$ cat src/rtl/audio_pkg.sv
// Purpose: shared types and default sizes for the clip record/playback engine.
// Latency: n/a (declarations only).
// Backpressure: n/a.
package audio_pkg;

   localparam int DEF_NUM_CLIPS = 4;
   localparam int DEF_SAMPLE_W  = 16;
   localparam int DEF_ADDR_W    = 17;

   typedef enum logic [2:0] {
      ST_IDLE,
      ST_REC,
      ST_PLAY_FETCH,
      ST_PLAY_WAIT,
      ST_PLAY_HOLD
   } engine_state_e;

endpackage

$ cat src/rtl/clip_length_table.sv
// Purpose: per-clip recorded length register file (NUM_CLIPS entries of LEN_W bits).
// Latency: write lands on the next clock edge; read is combinational.
// Backpressure: none, single write port always accepted.
// Ports: clk/rst (sync, active-high clear), wr_en/wr_clip/wr_len write port,
//        rd_clip/rd_len combinational read port.
module clip_length_table #(
   parameter  int NUM_CLIPS = 4,
   parameter  int LEN_W     = 18,
   localparam int CLIP_W    = $clog2(NUM_CLIPS)
) (
   input  logic              clk,
   input  logic              rst,
   input  logic              wr_en,
   input  logic [CLIP_W-1:0] wr_clip,
   input  logic [LEN_W-1:0]  wr_len,
   input  logic [CLIP_W-1:0] rd_clip,
   output logic [LEN_W-1:0]  rd_len
);

   logic [LEN_W-1:0] len_q [NUM_CLIPS];

   always_ff @(posedge clk) begin
      if (rst) begin
         for (int i = 0; i < NUM_CLIPS; i++) begin
            len_q[i] <= '0;
         end
      end else if (wr_en) begin
         len_q[wr_clip] <= wr_len;
      end
   end

   assign rd_len = len_q[rd_clip];

endmodule

$ cat src/rtl/clip_record_play_engine.sv
// Purpose: records deserializer samples into one flat clip memory and plays a chosen clip back.
// Latency: record write same cycle as the sample strobe; playback >= 3 cycles per sample.
// Backpressure: play_sample_valid_o/data held until play_sample_ready_i; recording has none.
// Optional feature: define LOOP_PLAYBACK_EN to restart a clip at its end instead of stopping.
// Ports: clock_i/reset_i (sync, active-high); play/record command pulses with clip selects;
//        rec_sample_valid_i/rec_sample_i from deserializer; play_sample_* handshake to serializer;
//        mem_* single memory port (rdata 1 cycle after a read); recording_o/playing_o/active_clip_o status.
module clip_record_play_engine
   import audio_pkg::*;
#(
   parameter  int NUM_CLIPS = DEF_NUM_CLIPS,
   parameter  int SAMPLE_W  = DEF_SAMPLE_W,
   parameter  int ADDR_W    = DEF_ADDR_W,
   localparam int CLIP_W    = $clog2(NUM_CLIPS)
) (
   input  logic                     clock_i,
   input  logic                     reset_i,
   input  logic                     play_command_i,
   input  logic                     record_command_i,
   input  logic [CLIP_W-1:0]        play_clip_i,
   input  logic [CLIP_W-1:0]        record_clip_i,
   input  logic                     rec_sample_valid_i,
   input  logic [SAMPLE_W-1:0]      rec_sample_i,
   output logic [SAMPLE_W-1:0]      play_sample_o,
   output logic                     play_sample_valid_o,
   input  logic                     play_sample_ready_i,
   output logic                     mem_en_o,
   output logic                     mem_we_o,
   output logic [CLIP_W+ADDR_W-1:0] mem_addr_o,
   output logic [SAMPLE_W-1:0]      mem_wdata_o,
   input  logic [SAMPLE_W-1:0]      mem_rdata_i,
   output logic                     recording_o,
   output logic                     playing_o,
   output logic [CLIP_W-1:0]        active_clip_o
);

   // Lengths need one extra bit so a full clip (DEPTH samples) is representable.
   localparam int               LEN_W = ADDR_W + 1;
   localparam logic [LEN_W-1:0] DEPTH = {1'b1, {ADDR_W{1'b0}}};

   engine_state_e     state;
   logic [CLIP_W-1:0] clip;
   logic [LEN_W-1:0]  idx;

   logic              rec_write;
   logic              play_read;
   logic              rec_full;
   logic              rec_stop;
   logic [LEN_W-1:0]  rec_count_next;
   logic [CLIP_W-1:0] len_rd_clip;
   logic [LEN_W-1:0]  len_rd;
   logic              last_sample;

   // Memory port is driven combinationally so a sample is written in its strobe cycle.
   // Reset suppresses any access in the cycle it is asserted.
   assign rec_write      = !reset_i && (state == ST_REC) && rec_sample_valid_i;
   assign play_read      = !reset_i && (state == ST_PLAY_FETCH);
   assign mem_en_o       = rec_write || play_read;
   assign mem_we_o       = rec_write;
   assign mem_addr_o     = mem_en_o ? {clip, idx[ADDR_W-1:0]} : '0;
   assign mem_wdata_o    = rec_write ? rec_sample_i : '0;

   // A stop pulse coinciding with a sample still counts that sample.
   assign rec_count_next = idx + LEN_W'(rec_sample_valid_i);
   assign rec_full       = rec_sample_valid_i && (idx == DEPTH - LEN_W'(1));
   assign rec_stop       = (state == ST_REC) && (record_command_i || rec_full);

   // In IDLE the table is looked up by the requested clip so an empty clip is refused
   // before playback starts; otherwise by the latched clip for end-of-clip detection.
   assign len_rd_clip    = (state == ST_IDLE) ? play_clip_i : clip;
   assign last_sample    = ((idx + LEN_W'(1)) == len_rd);

   assign active_clip_o  = clip;

   clip_length_table #(
      .NUM_CLIPS (NUM_CLIPS),
      .LEN_W     (LEN_W)
   ) u_len_table (
      .clk     (clock_i),
      .rst     (reset_i),
      .wr_en   (rec_stop),
      .wr_clip (clip),
      .wr_len  (rec_count_next),
      .rd_clip (len_rd_clip),
      .rd_len  (len_rd)
   );

   always_ff @(posedge clock_i) begin
      if (reset_i) begin
         state               <= ST_IDLE;
         clip                <= '0;
         idx                 <= '0;
         play_sample_o       <= '0;
         play_sample_valid_o <= 1'b0;
         recording_o         <= 1'b0;
         playing_o           <= 1'b0;
      end else begin
         case (state)
            ST_IDLE: begin
               if (record_command_i) begin
                  clip        <= record_clip_i;
                  idx         <= '0;
                  recording_o <= 1'b1;
                  state       <= ST_REC;
               end else if (play_command_i) begin
                  clip <= play_clip_i;
                  idx  <= '0;
                  if (len_rd != '0) begin
                     playing_o <= 1'b1;
                     state     <= ST_PLAY_FETCH;
                  end
               end
            end

            ST_REC: begin
               if (rec_sample_valid_i) begin
                  idx <= idx + LEN_W'(1);
               end
               if (rec_stop) begin
                  recording_o <= 1'b0;
                  state       <= ST_IDLE;
               end
            end

            ST_PLAY_FETCH: begin
               if (play_command_i) begin
                  playing_o <= 1'b0;
                  state     <= ST_IDLE;
               end else begin
                  state <= ST_PLAY_WAIT;
               end
            end

            ST_PLAY_WAIT: begin
               if (play_command_i) begin
                  playing_o <= 1'b0;
                  state     <= ST_IDLE;
               end else begin
                  play_sample_o       <= mem_rdata_i;
                  play_sample_valid_o <= 1'b1;
                  state               <= ST_PLAY_HOLD;
               end
            end

            ST_PLAY_HOLD: begin
               if (play_command_i) begin
                  play_sample_valid_o <= 1'b0;
                  playing_o           <= 1'b0;
                  state               <= ST_IDLE;
               end else if (play_sample_ready_i) begin
                  play_sample_valid_o <= 1'b0;
                  if (last_sample) begin
`ifdef LOOP_PLAYBACK_EN
                     idx   <= '0;
                     state <= ST_PLAY_FETCH;
`else
                     playing_o <= 1'b0;
                     state     <= ST_IDLE;
`endif
                  end else begin
                     idx   <= idx + LEN_W'(1);
                     state <= ST_PLAY_FETCH;
                  end
               end
            end

            default: begin
               state <= ST_IDLE;
            end
         endcase
      end
   end

endmodule
$ cat config.mk
export PLATFORM = sky130hd
export DESIGN_NAME = clip_record_play_engine
export DESIGN_NICKNAME = d
export VERILOG_FILES = /design/src/rtl/audio_pkg.sv /design/src/rtl/clip_length_table.sv /design/src/rtl/clip_record_play_engine.sv
export SDC_FILE = /design/constraint.sdc
export NUM_CORES = 1
export LEC_CHECK = 0
export BUFFER_PORTS_ARGS = -buffer_cell sky130_fd_sc_hd__buf_4
export CAP_MARGIN = 20
export CORE_UTILIZATION = 38
export DETAILED_ROUTE_END_ITERATION = 16
export SYNTH_ARGS = -nofsm -noshare
export SYNTH_HDL_FRONTEND = slang
export SYNTH_SLANG_ARGS = --single-unit
$ cat constraint.sdc
create_clock -name clock_i -period 4.9 [get_ports clock_i]
set_input_delay 0.49 -clock clock_i [delete_from_list [all_inputs] [get_ports clock_i]]
set_output_delay 0.49 -clock clock_i [all_outputs]
set_load 0.02 [all_outputs]
Word level (Yosys, flattened, before mapping)
Memory sizes are Yosys's and may differ from the RTL's.
Index checks and enable logic that the tools add are counted.
Storage, ports and cells
  flip-flop bits (word level): 42
  memory bits (writable): 72
  bits of input ports: 42
  memories kept: 1
Memories
  u_len_table.len_q: depth 4, width 18, rd ports 1, clocked after memory_dff 0, write ports 4, RTL line clip_length_table.sv:20  | logic [LEN_W-1:0] len_q [NUM_CLIPS];
Cells by class
  add/subtract/negate cells: 2
  equal/unequal tests: 21
  muxes and demuxes: 45
  bitwise operators: 1
  reduce and logical (&&, ||, !) cells: 24
Operators by type and width (number)
  2-to-1 mux 18 bit: 7
  case mux 18 bit (3 select lines): 1
  2-to-1 mux 3 bit: 7
  2-to-1 mux 19 bit: 1
  adder 18 x 1 -> 18 bit: 1
  adder 18 x 1 -> 18 bit, second input constant: 1
  equality test 18 x 17 -> 1 bit, second input constant: 1
  equality test 18 bit: 1
  2-to-1 mux 1 bit: 18
  inequality test 2 bit, second input constant: 9
  nonzero test 18 bit: 1
  OR reduction 18 bit: 1
  2-to-1 mux 16 bit: 1
  case mux 3 bit (5 select lines): 1
  2-to-1 mux 2 bit: 6
  inequality test 3 bit, second input constant: 3
  AND reduction 7 bit: 1
  equality test 3 x 2 -> 1 bit, second input constant: 2
  AND reduction 3 bit: 2
  AND reduction 6 bit: 1
  nonzero test 2 bit: 3
  nonzero test 3 bit: 2
  logical AND 1 bit: 5
  inequality test 2 x 1 -> 1 bit, second input constant: 2
  12 further kinds: 15

Longest topological paths before layout
  word-level depth: 9
  mapped depth: 13
  mapped depth without buffers: 9

By module
A second synthesis with hierarchy kept.
Second synthesis, totals
  cells, all modules: 644
  area, all modules: 6550.0 µm²
Modules (own cells, without submodules)
  clip_record_play_engine: instances 1, cells an instance 464, area each 3326.9 µm²
  clip_length_table: instances 1, cells an instance 180, area each 3223.1 µm²

Worst setup path after synthesis
Ideal clock, no wire load.
  kind: register -> register
  start: register idx[4]
  end: memory u_len_table.len_q[0][0], enable pin
  data arrival time: 3.158 ns
  required time: 4.525 ns
  slack: 1.367 ns
  stages on the path, launching flop included: 13
  cells stage by stage: dfxtp_1 buf_4 nand4_1 nor4_1 and2_1 a41oi_1 nand3b_1 nand2b_1 clkbuf_1 or3_1 clkbuf_1 clkbuf_1 nand2_1
RTL lines
  start, declared: RTL line clip_record_play_engine.sv:43  | logic [LEN_W-1:0] idx;
  start signal, assigned: RTL line clip_record_play_engine.sv:117  | idx <= idx + LEN_W'(1);
  start signal, assigned: RTL line clip_record_play_engine.sv:161  | idx <= idx + LEN_W'(1);
  end, declared: RTL line clip_length_table.sv:20

Final worst setup path
  start: register state[0]
  end: register idx[17]
Between the ends
  longest elaborated chain between the ends: 6
  elaborated cells on any way between the ends: 14
  classes of those cells: eq/ne: 8; mux: 2; reduce/logical: 3; memory: 1
Ends and longest elaborated chain
  start, declared: RTL line clip_record_play_engine.sv:41  | engine_state_e state;
  start signal, assigned: RTL line clip_record_play_engine.sv:90  | state <= ST_IDLE;
  start signal, assigned: RTL line clip_record_play_engine.sv:104  | state <= ST_REC;
  start signal, assigned: RTL line clip_record_play_engine.sv:110  | state <= ST_PLAY_FETCH;
  zero test 3 bit: RTL line clip_record_play_engine.sv:70, clip_record_play_engine.sv:98
  2-to-1 mux 2 bit: RTL line clip_record_play_engine.sv:70  | assign len_rd_clip = (state == ST_IDLE) ? play_clip_i : clip;
  memory (4 x 18 bit)
  equality test 18 bit: RTL line clip_record_play_engine.sv:71  | assign last_sample = ((idx + LEN_W'(1)) == len_rd);
  inequality test 2 bit (no line)
  AND reduction 6 bit (no line)
Parallel ways exist; a longest one is shown, timed or not.
A chain may end at the register's enable or synchronous reset.

==> results.yml <==
routing:
  dr.first_iter.drc_count: 567
  post_detailed_route_drc_marker_count: 0
  drt-wirelength-per-cell_um: 20.3
  vias_per_inst: 5.74
  drt_wl_total_um: 20400
  routed-via-count: 5763
  firstDrtPassIters: 5
  ant_nets: 0
sta:
  post-route-period-util_pct: 89.8
  worst_clock_skew_ns: 0.00914
  fmax_ghz: 0.227
  report.final.setup_viol: 0
  report.final.hold_viol_count: 0
  grt_setup_unrepaired: "false"
  max_slew.worst_pin.slew_ns: 0.997
  finalWorstPathRequiredPeriod_ns: 4.40
  timing.max_slew.rel_slack_pct: 33.3
  final.setup.tns_ns: 0
  report.final.slew_viol_count: 0
clocking:
  cts-root-buf: "clkbuf_16"
  clkTransAtPathRegs_ns: 0.06
  hold_buffers: 0
  cts_tree: "done"
  post_cts_resized: 0
  clock_latency_ns: 0.42
  cts_inserted_buffers: 17
  cts_setup_buffers: 0
  clockBufferDepth: 2
  clkSinkCount: 114
  cts.htree.levels: 4
finish:
  mostFrequentLayoutCell: "buf_4"
  insertedDiodeCount: 0
  layout-area-overhead-vs-synth_pct: 22.5
  ratio_of_cells_with_drive_above_1_in_the_final_layout_pct: 24.4
  final-instance-count-excl-fill: 1004
  layout.nets: 811
  layout_common_cells: "buf_4, nor2_1, edfxtp_1"
synthesis:
  synth_sequential_area_ratio_pct: 44.1
  postSynthNetCount: 727
  syn-instance-count: 682
  async_flop_share_pct: 0
  synthesis.yosys.warnings: 0
  ys_types: 59
  syn_avg_cell_area_um2: 9.99
  synth_seq_cells: 114
  syn_area_mm2: 0.00682
  synth-main-ff-cell: "edfxtp_1"
  count_of_flip_flops_with_a_built_in_enable_after_synthesis: 72
critical_path:
  critical_path_buf_inv_count: 1
  worstSetupPathType: "register to register"
  crit_path_max_fanout: 20
  most_common_cell_on_crit_path: "a211o_1"
  r2r_slack_ns: 0.50
  critical_path_at_ns: 4.68
  max_stage_delay_ns: 0.86
  critPathCapture: "idx[17]"
  cp-startpoint: "state[0]"
  crit_path_cell_trace: "nor3_2 -> mux2i_1 -> a211oi_1 -> a211o_1 -> a211o_1 -> or4_4 -> nor4b_4 -> buf_4 -> or3_1 -> o31ai_1"
  worst_ep_required_time_ns: 5.18
  cp.depth: 10
  rr_startpoint: "state[0]"
  reg2reg_depth: 10
  critical-path-top-delay-family: "simple AND/OR/NAND/NOR gates"
  reg2reg_to: "idx[17]"
  critical_path.slowest_cell: "mux2i_1"
  cp-end-kind: "register"
  critPathLaunchType: "register"
placement:
  finalWeightedCongestion: 0.917
  numPortBuffers: 99
  detailedPlacementHpwl_um: 14200
  placed_cells_incl_taps: 970
global_routing:
  grt_pass1_vias: 5530
  grt_max_degree: 46
  globalRouteTotalUtil_pct: 22.6
  grt_pass1_wl_um: 30900
  grt_antenna_before_repair: 0
  globalRoute.totalOverflow: 0
worst_hold_path:
  holdCritPathClass: "primary input to register"
  min_delay_startpoint: "mem_rdata_i[13]"
power:
  power.static_leakage_nw: 3.07
  power.density_mw_per_mm2: 331
  ir_drop_uv: 250
  total_power_draw_mw: 2.76
floorplanning:
  floorplan.die.height_um: 136
  core_region_area_mm2: 0.0174
  row_count: 48
  die_w_um: 136
  floorplan.die_area_mm2: 0.0185
  floorplan.io_pins: 100
  initial_cell_density_of_the_core_pct: 39.1
status:
  run_status: "completed"
job:
  cap_viol_max_count: 0
## report_power, final
group	switching, mW	leakage, nW	internal [mW]
clock network	0.506	0.285	0.763
logic	0.239	1.70	0.180
registers	0.0261	1.08	1.05
## cell families after synthesis
group	count (synthesis)	share of synthesized area, %
mux	55	13.2
buf+inv	67	4.63
xor+xnor	46	6.33
compound gates	104	10.1
flops	114	44.1
fa+ha+maj	3	0.551
simple gates	293	21.1
## metrics by stage
step                area [um2]  worst slack [ns]  hold slack, ns  util [%]
CTS                       8330             0.564           0.306      47.9
detailed placement        7740             0.602           0.450      44.4
floorplan                 6820              1.37           0.510         -
finish                    8350             0.500           0.319      47.9
global route              8350             0.117           0.322      47.9
global placement          7730             0.732           0.442      44.4
## registers in the layout, summed over array words and instances, names as in the netlist
signal               count
active_clip_o            2
recording_o              1
state                    3
play_sample_o           16
play_sample_valid_o      1
playing_o                1
idx                     18
u_len_table.len_q       72
## per-layer routing
layer	global-route usage, %	wire, um	vias to the layer above
met5	0	0	-
met3	5.44	1790	24
met2	36.1	9670	259
met4	8.64	326	0
li1	-	-	2650
met1	29.6	8600	2830
## how the worst min path moves through the flow
stage | slack [ns] | end | cells past startpoint
5_1_grt | 0.32 | play_sample_o[4] | 3
2_1_floorplan | 0.51 | idx[16] | 2
3_5_place_dp | 0.45 | play_sample_o[0] | 2
6_report | 0.32 | play_sample_o[13] | 3
3_3_place_gp | 0.44 | play_sample_o[8] | 2
4_1_cts | 0.31 | play_sample_o[13] | 3
## cell usage after synthesis (5+ instances only)
master,count,share of area [%]
o21ai_1,5,0.37
inv_1,10,0.55
nor3_1,17,1.2
nand2b_1,7,0.64
buf_4,7,0.77
mux4_2,28,9.3
or3_1,8,0.73
xor2_1,17,2.2
nand2_1,66,3.6
dfxtp_1,42,12
clkbuf_1,33,1.8
nor2b_1,6,0.55
a211oi_1,5,0.55
o21ai_0,17,1.2
and2_1,40,3.7
mux2i_1,27,4.0
edfxtp_1,72,32
and3_1,5,0.46
buf_2,12,0.88
nand3_1,9,0.66
o211ai_1,15,1.7
xnor2_1,27,3.5
nor2_1,103,5.7
a21oi_1,26,1.9
o41ai_1,10,1.3
nor4_1,9,0.83
nand4_1,6,0.55
## layout make-up
type / instances / area (um2)
Fill cell: 1608 / 9070
Multi-Input combinational cell: 501 / 3500
Sequential cell: 114 / 3000
Timing Repair Buffer: 122 / 926
Clock buffer: 17 / 425
Tap cell: 225 / 282
Clock inverter: 15 / 171
Inverter: 10 / 37.5
## worst reg2reg max path, stage by stage (launching register included)
cell      delay (ns)
dfxtp_1         0.46
nor3_2          0.62
mux2i_1         0.86
a211oi_1        0.15
a211o_1         0.32
a211o_1         0.25
or4_4           0.44
nor4b_4         0.21
buf_4           0.28
or3_1           0.54
o31ai_1         0.15
No activity file was read; power rests on OpenSTA's default activity.
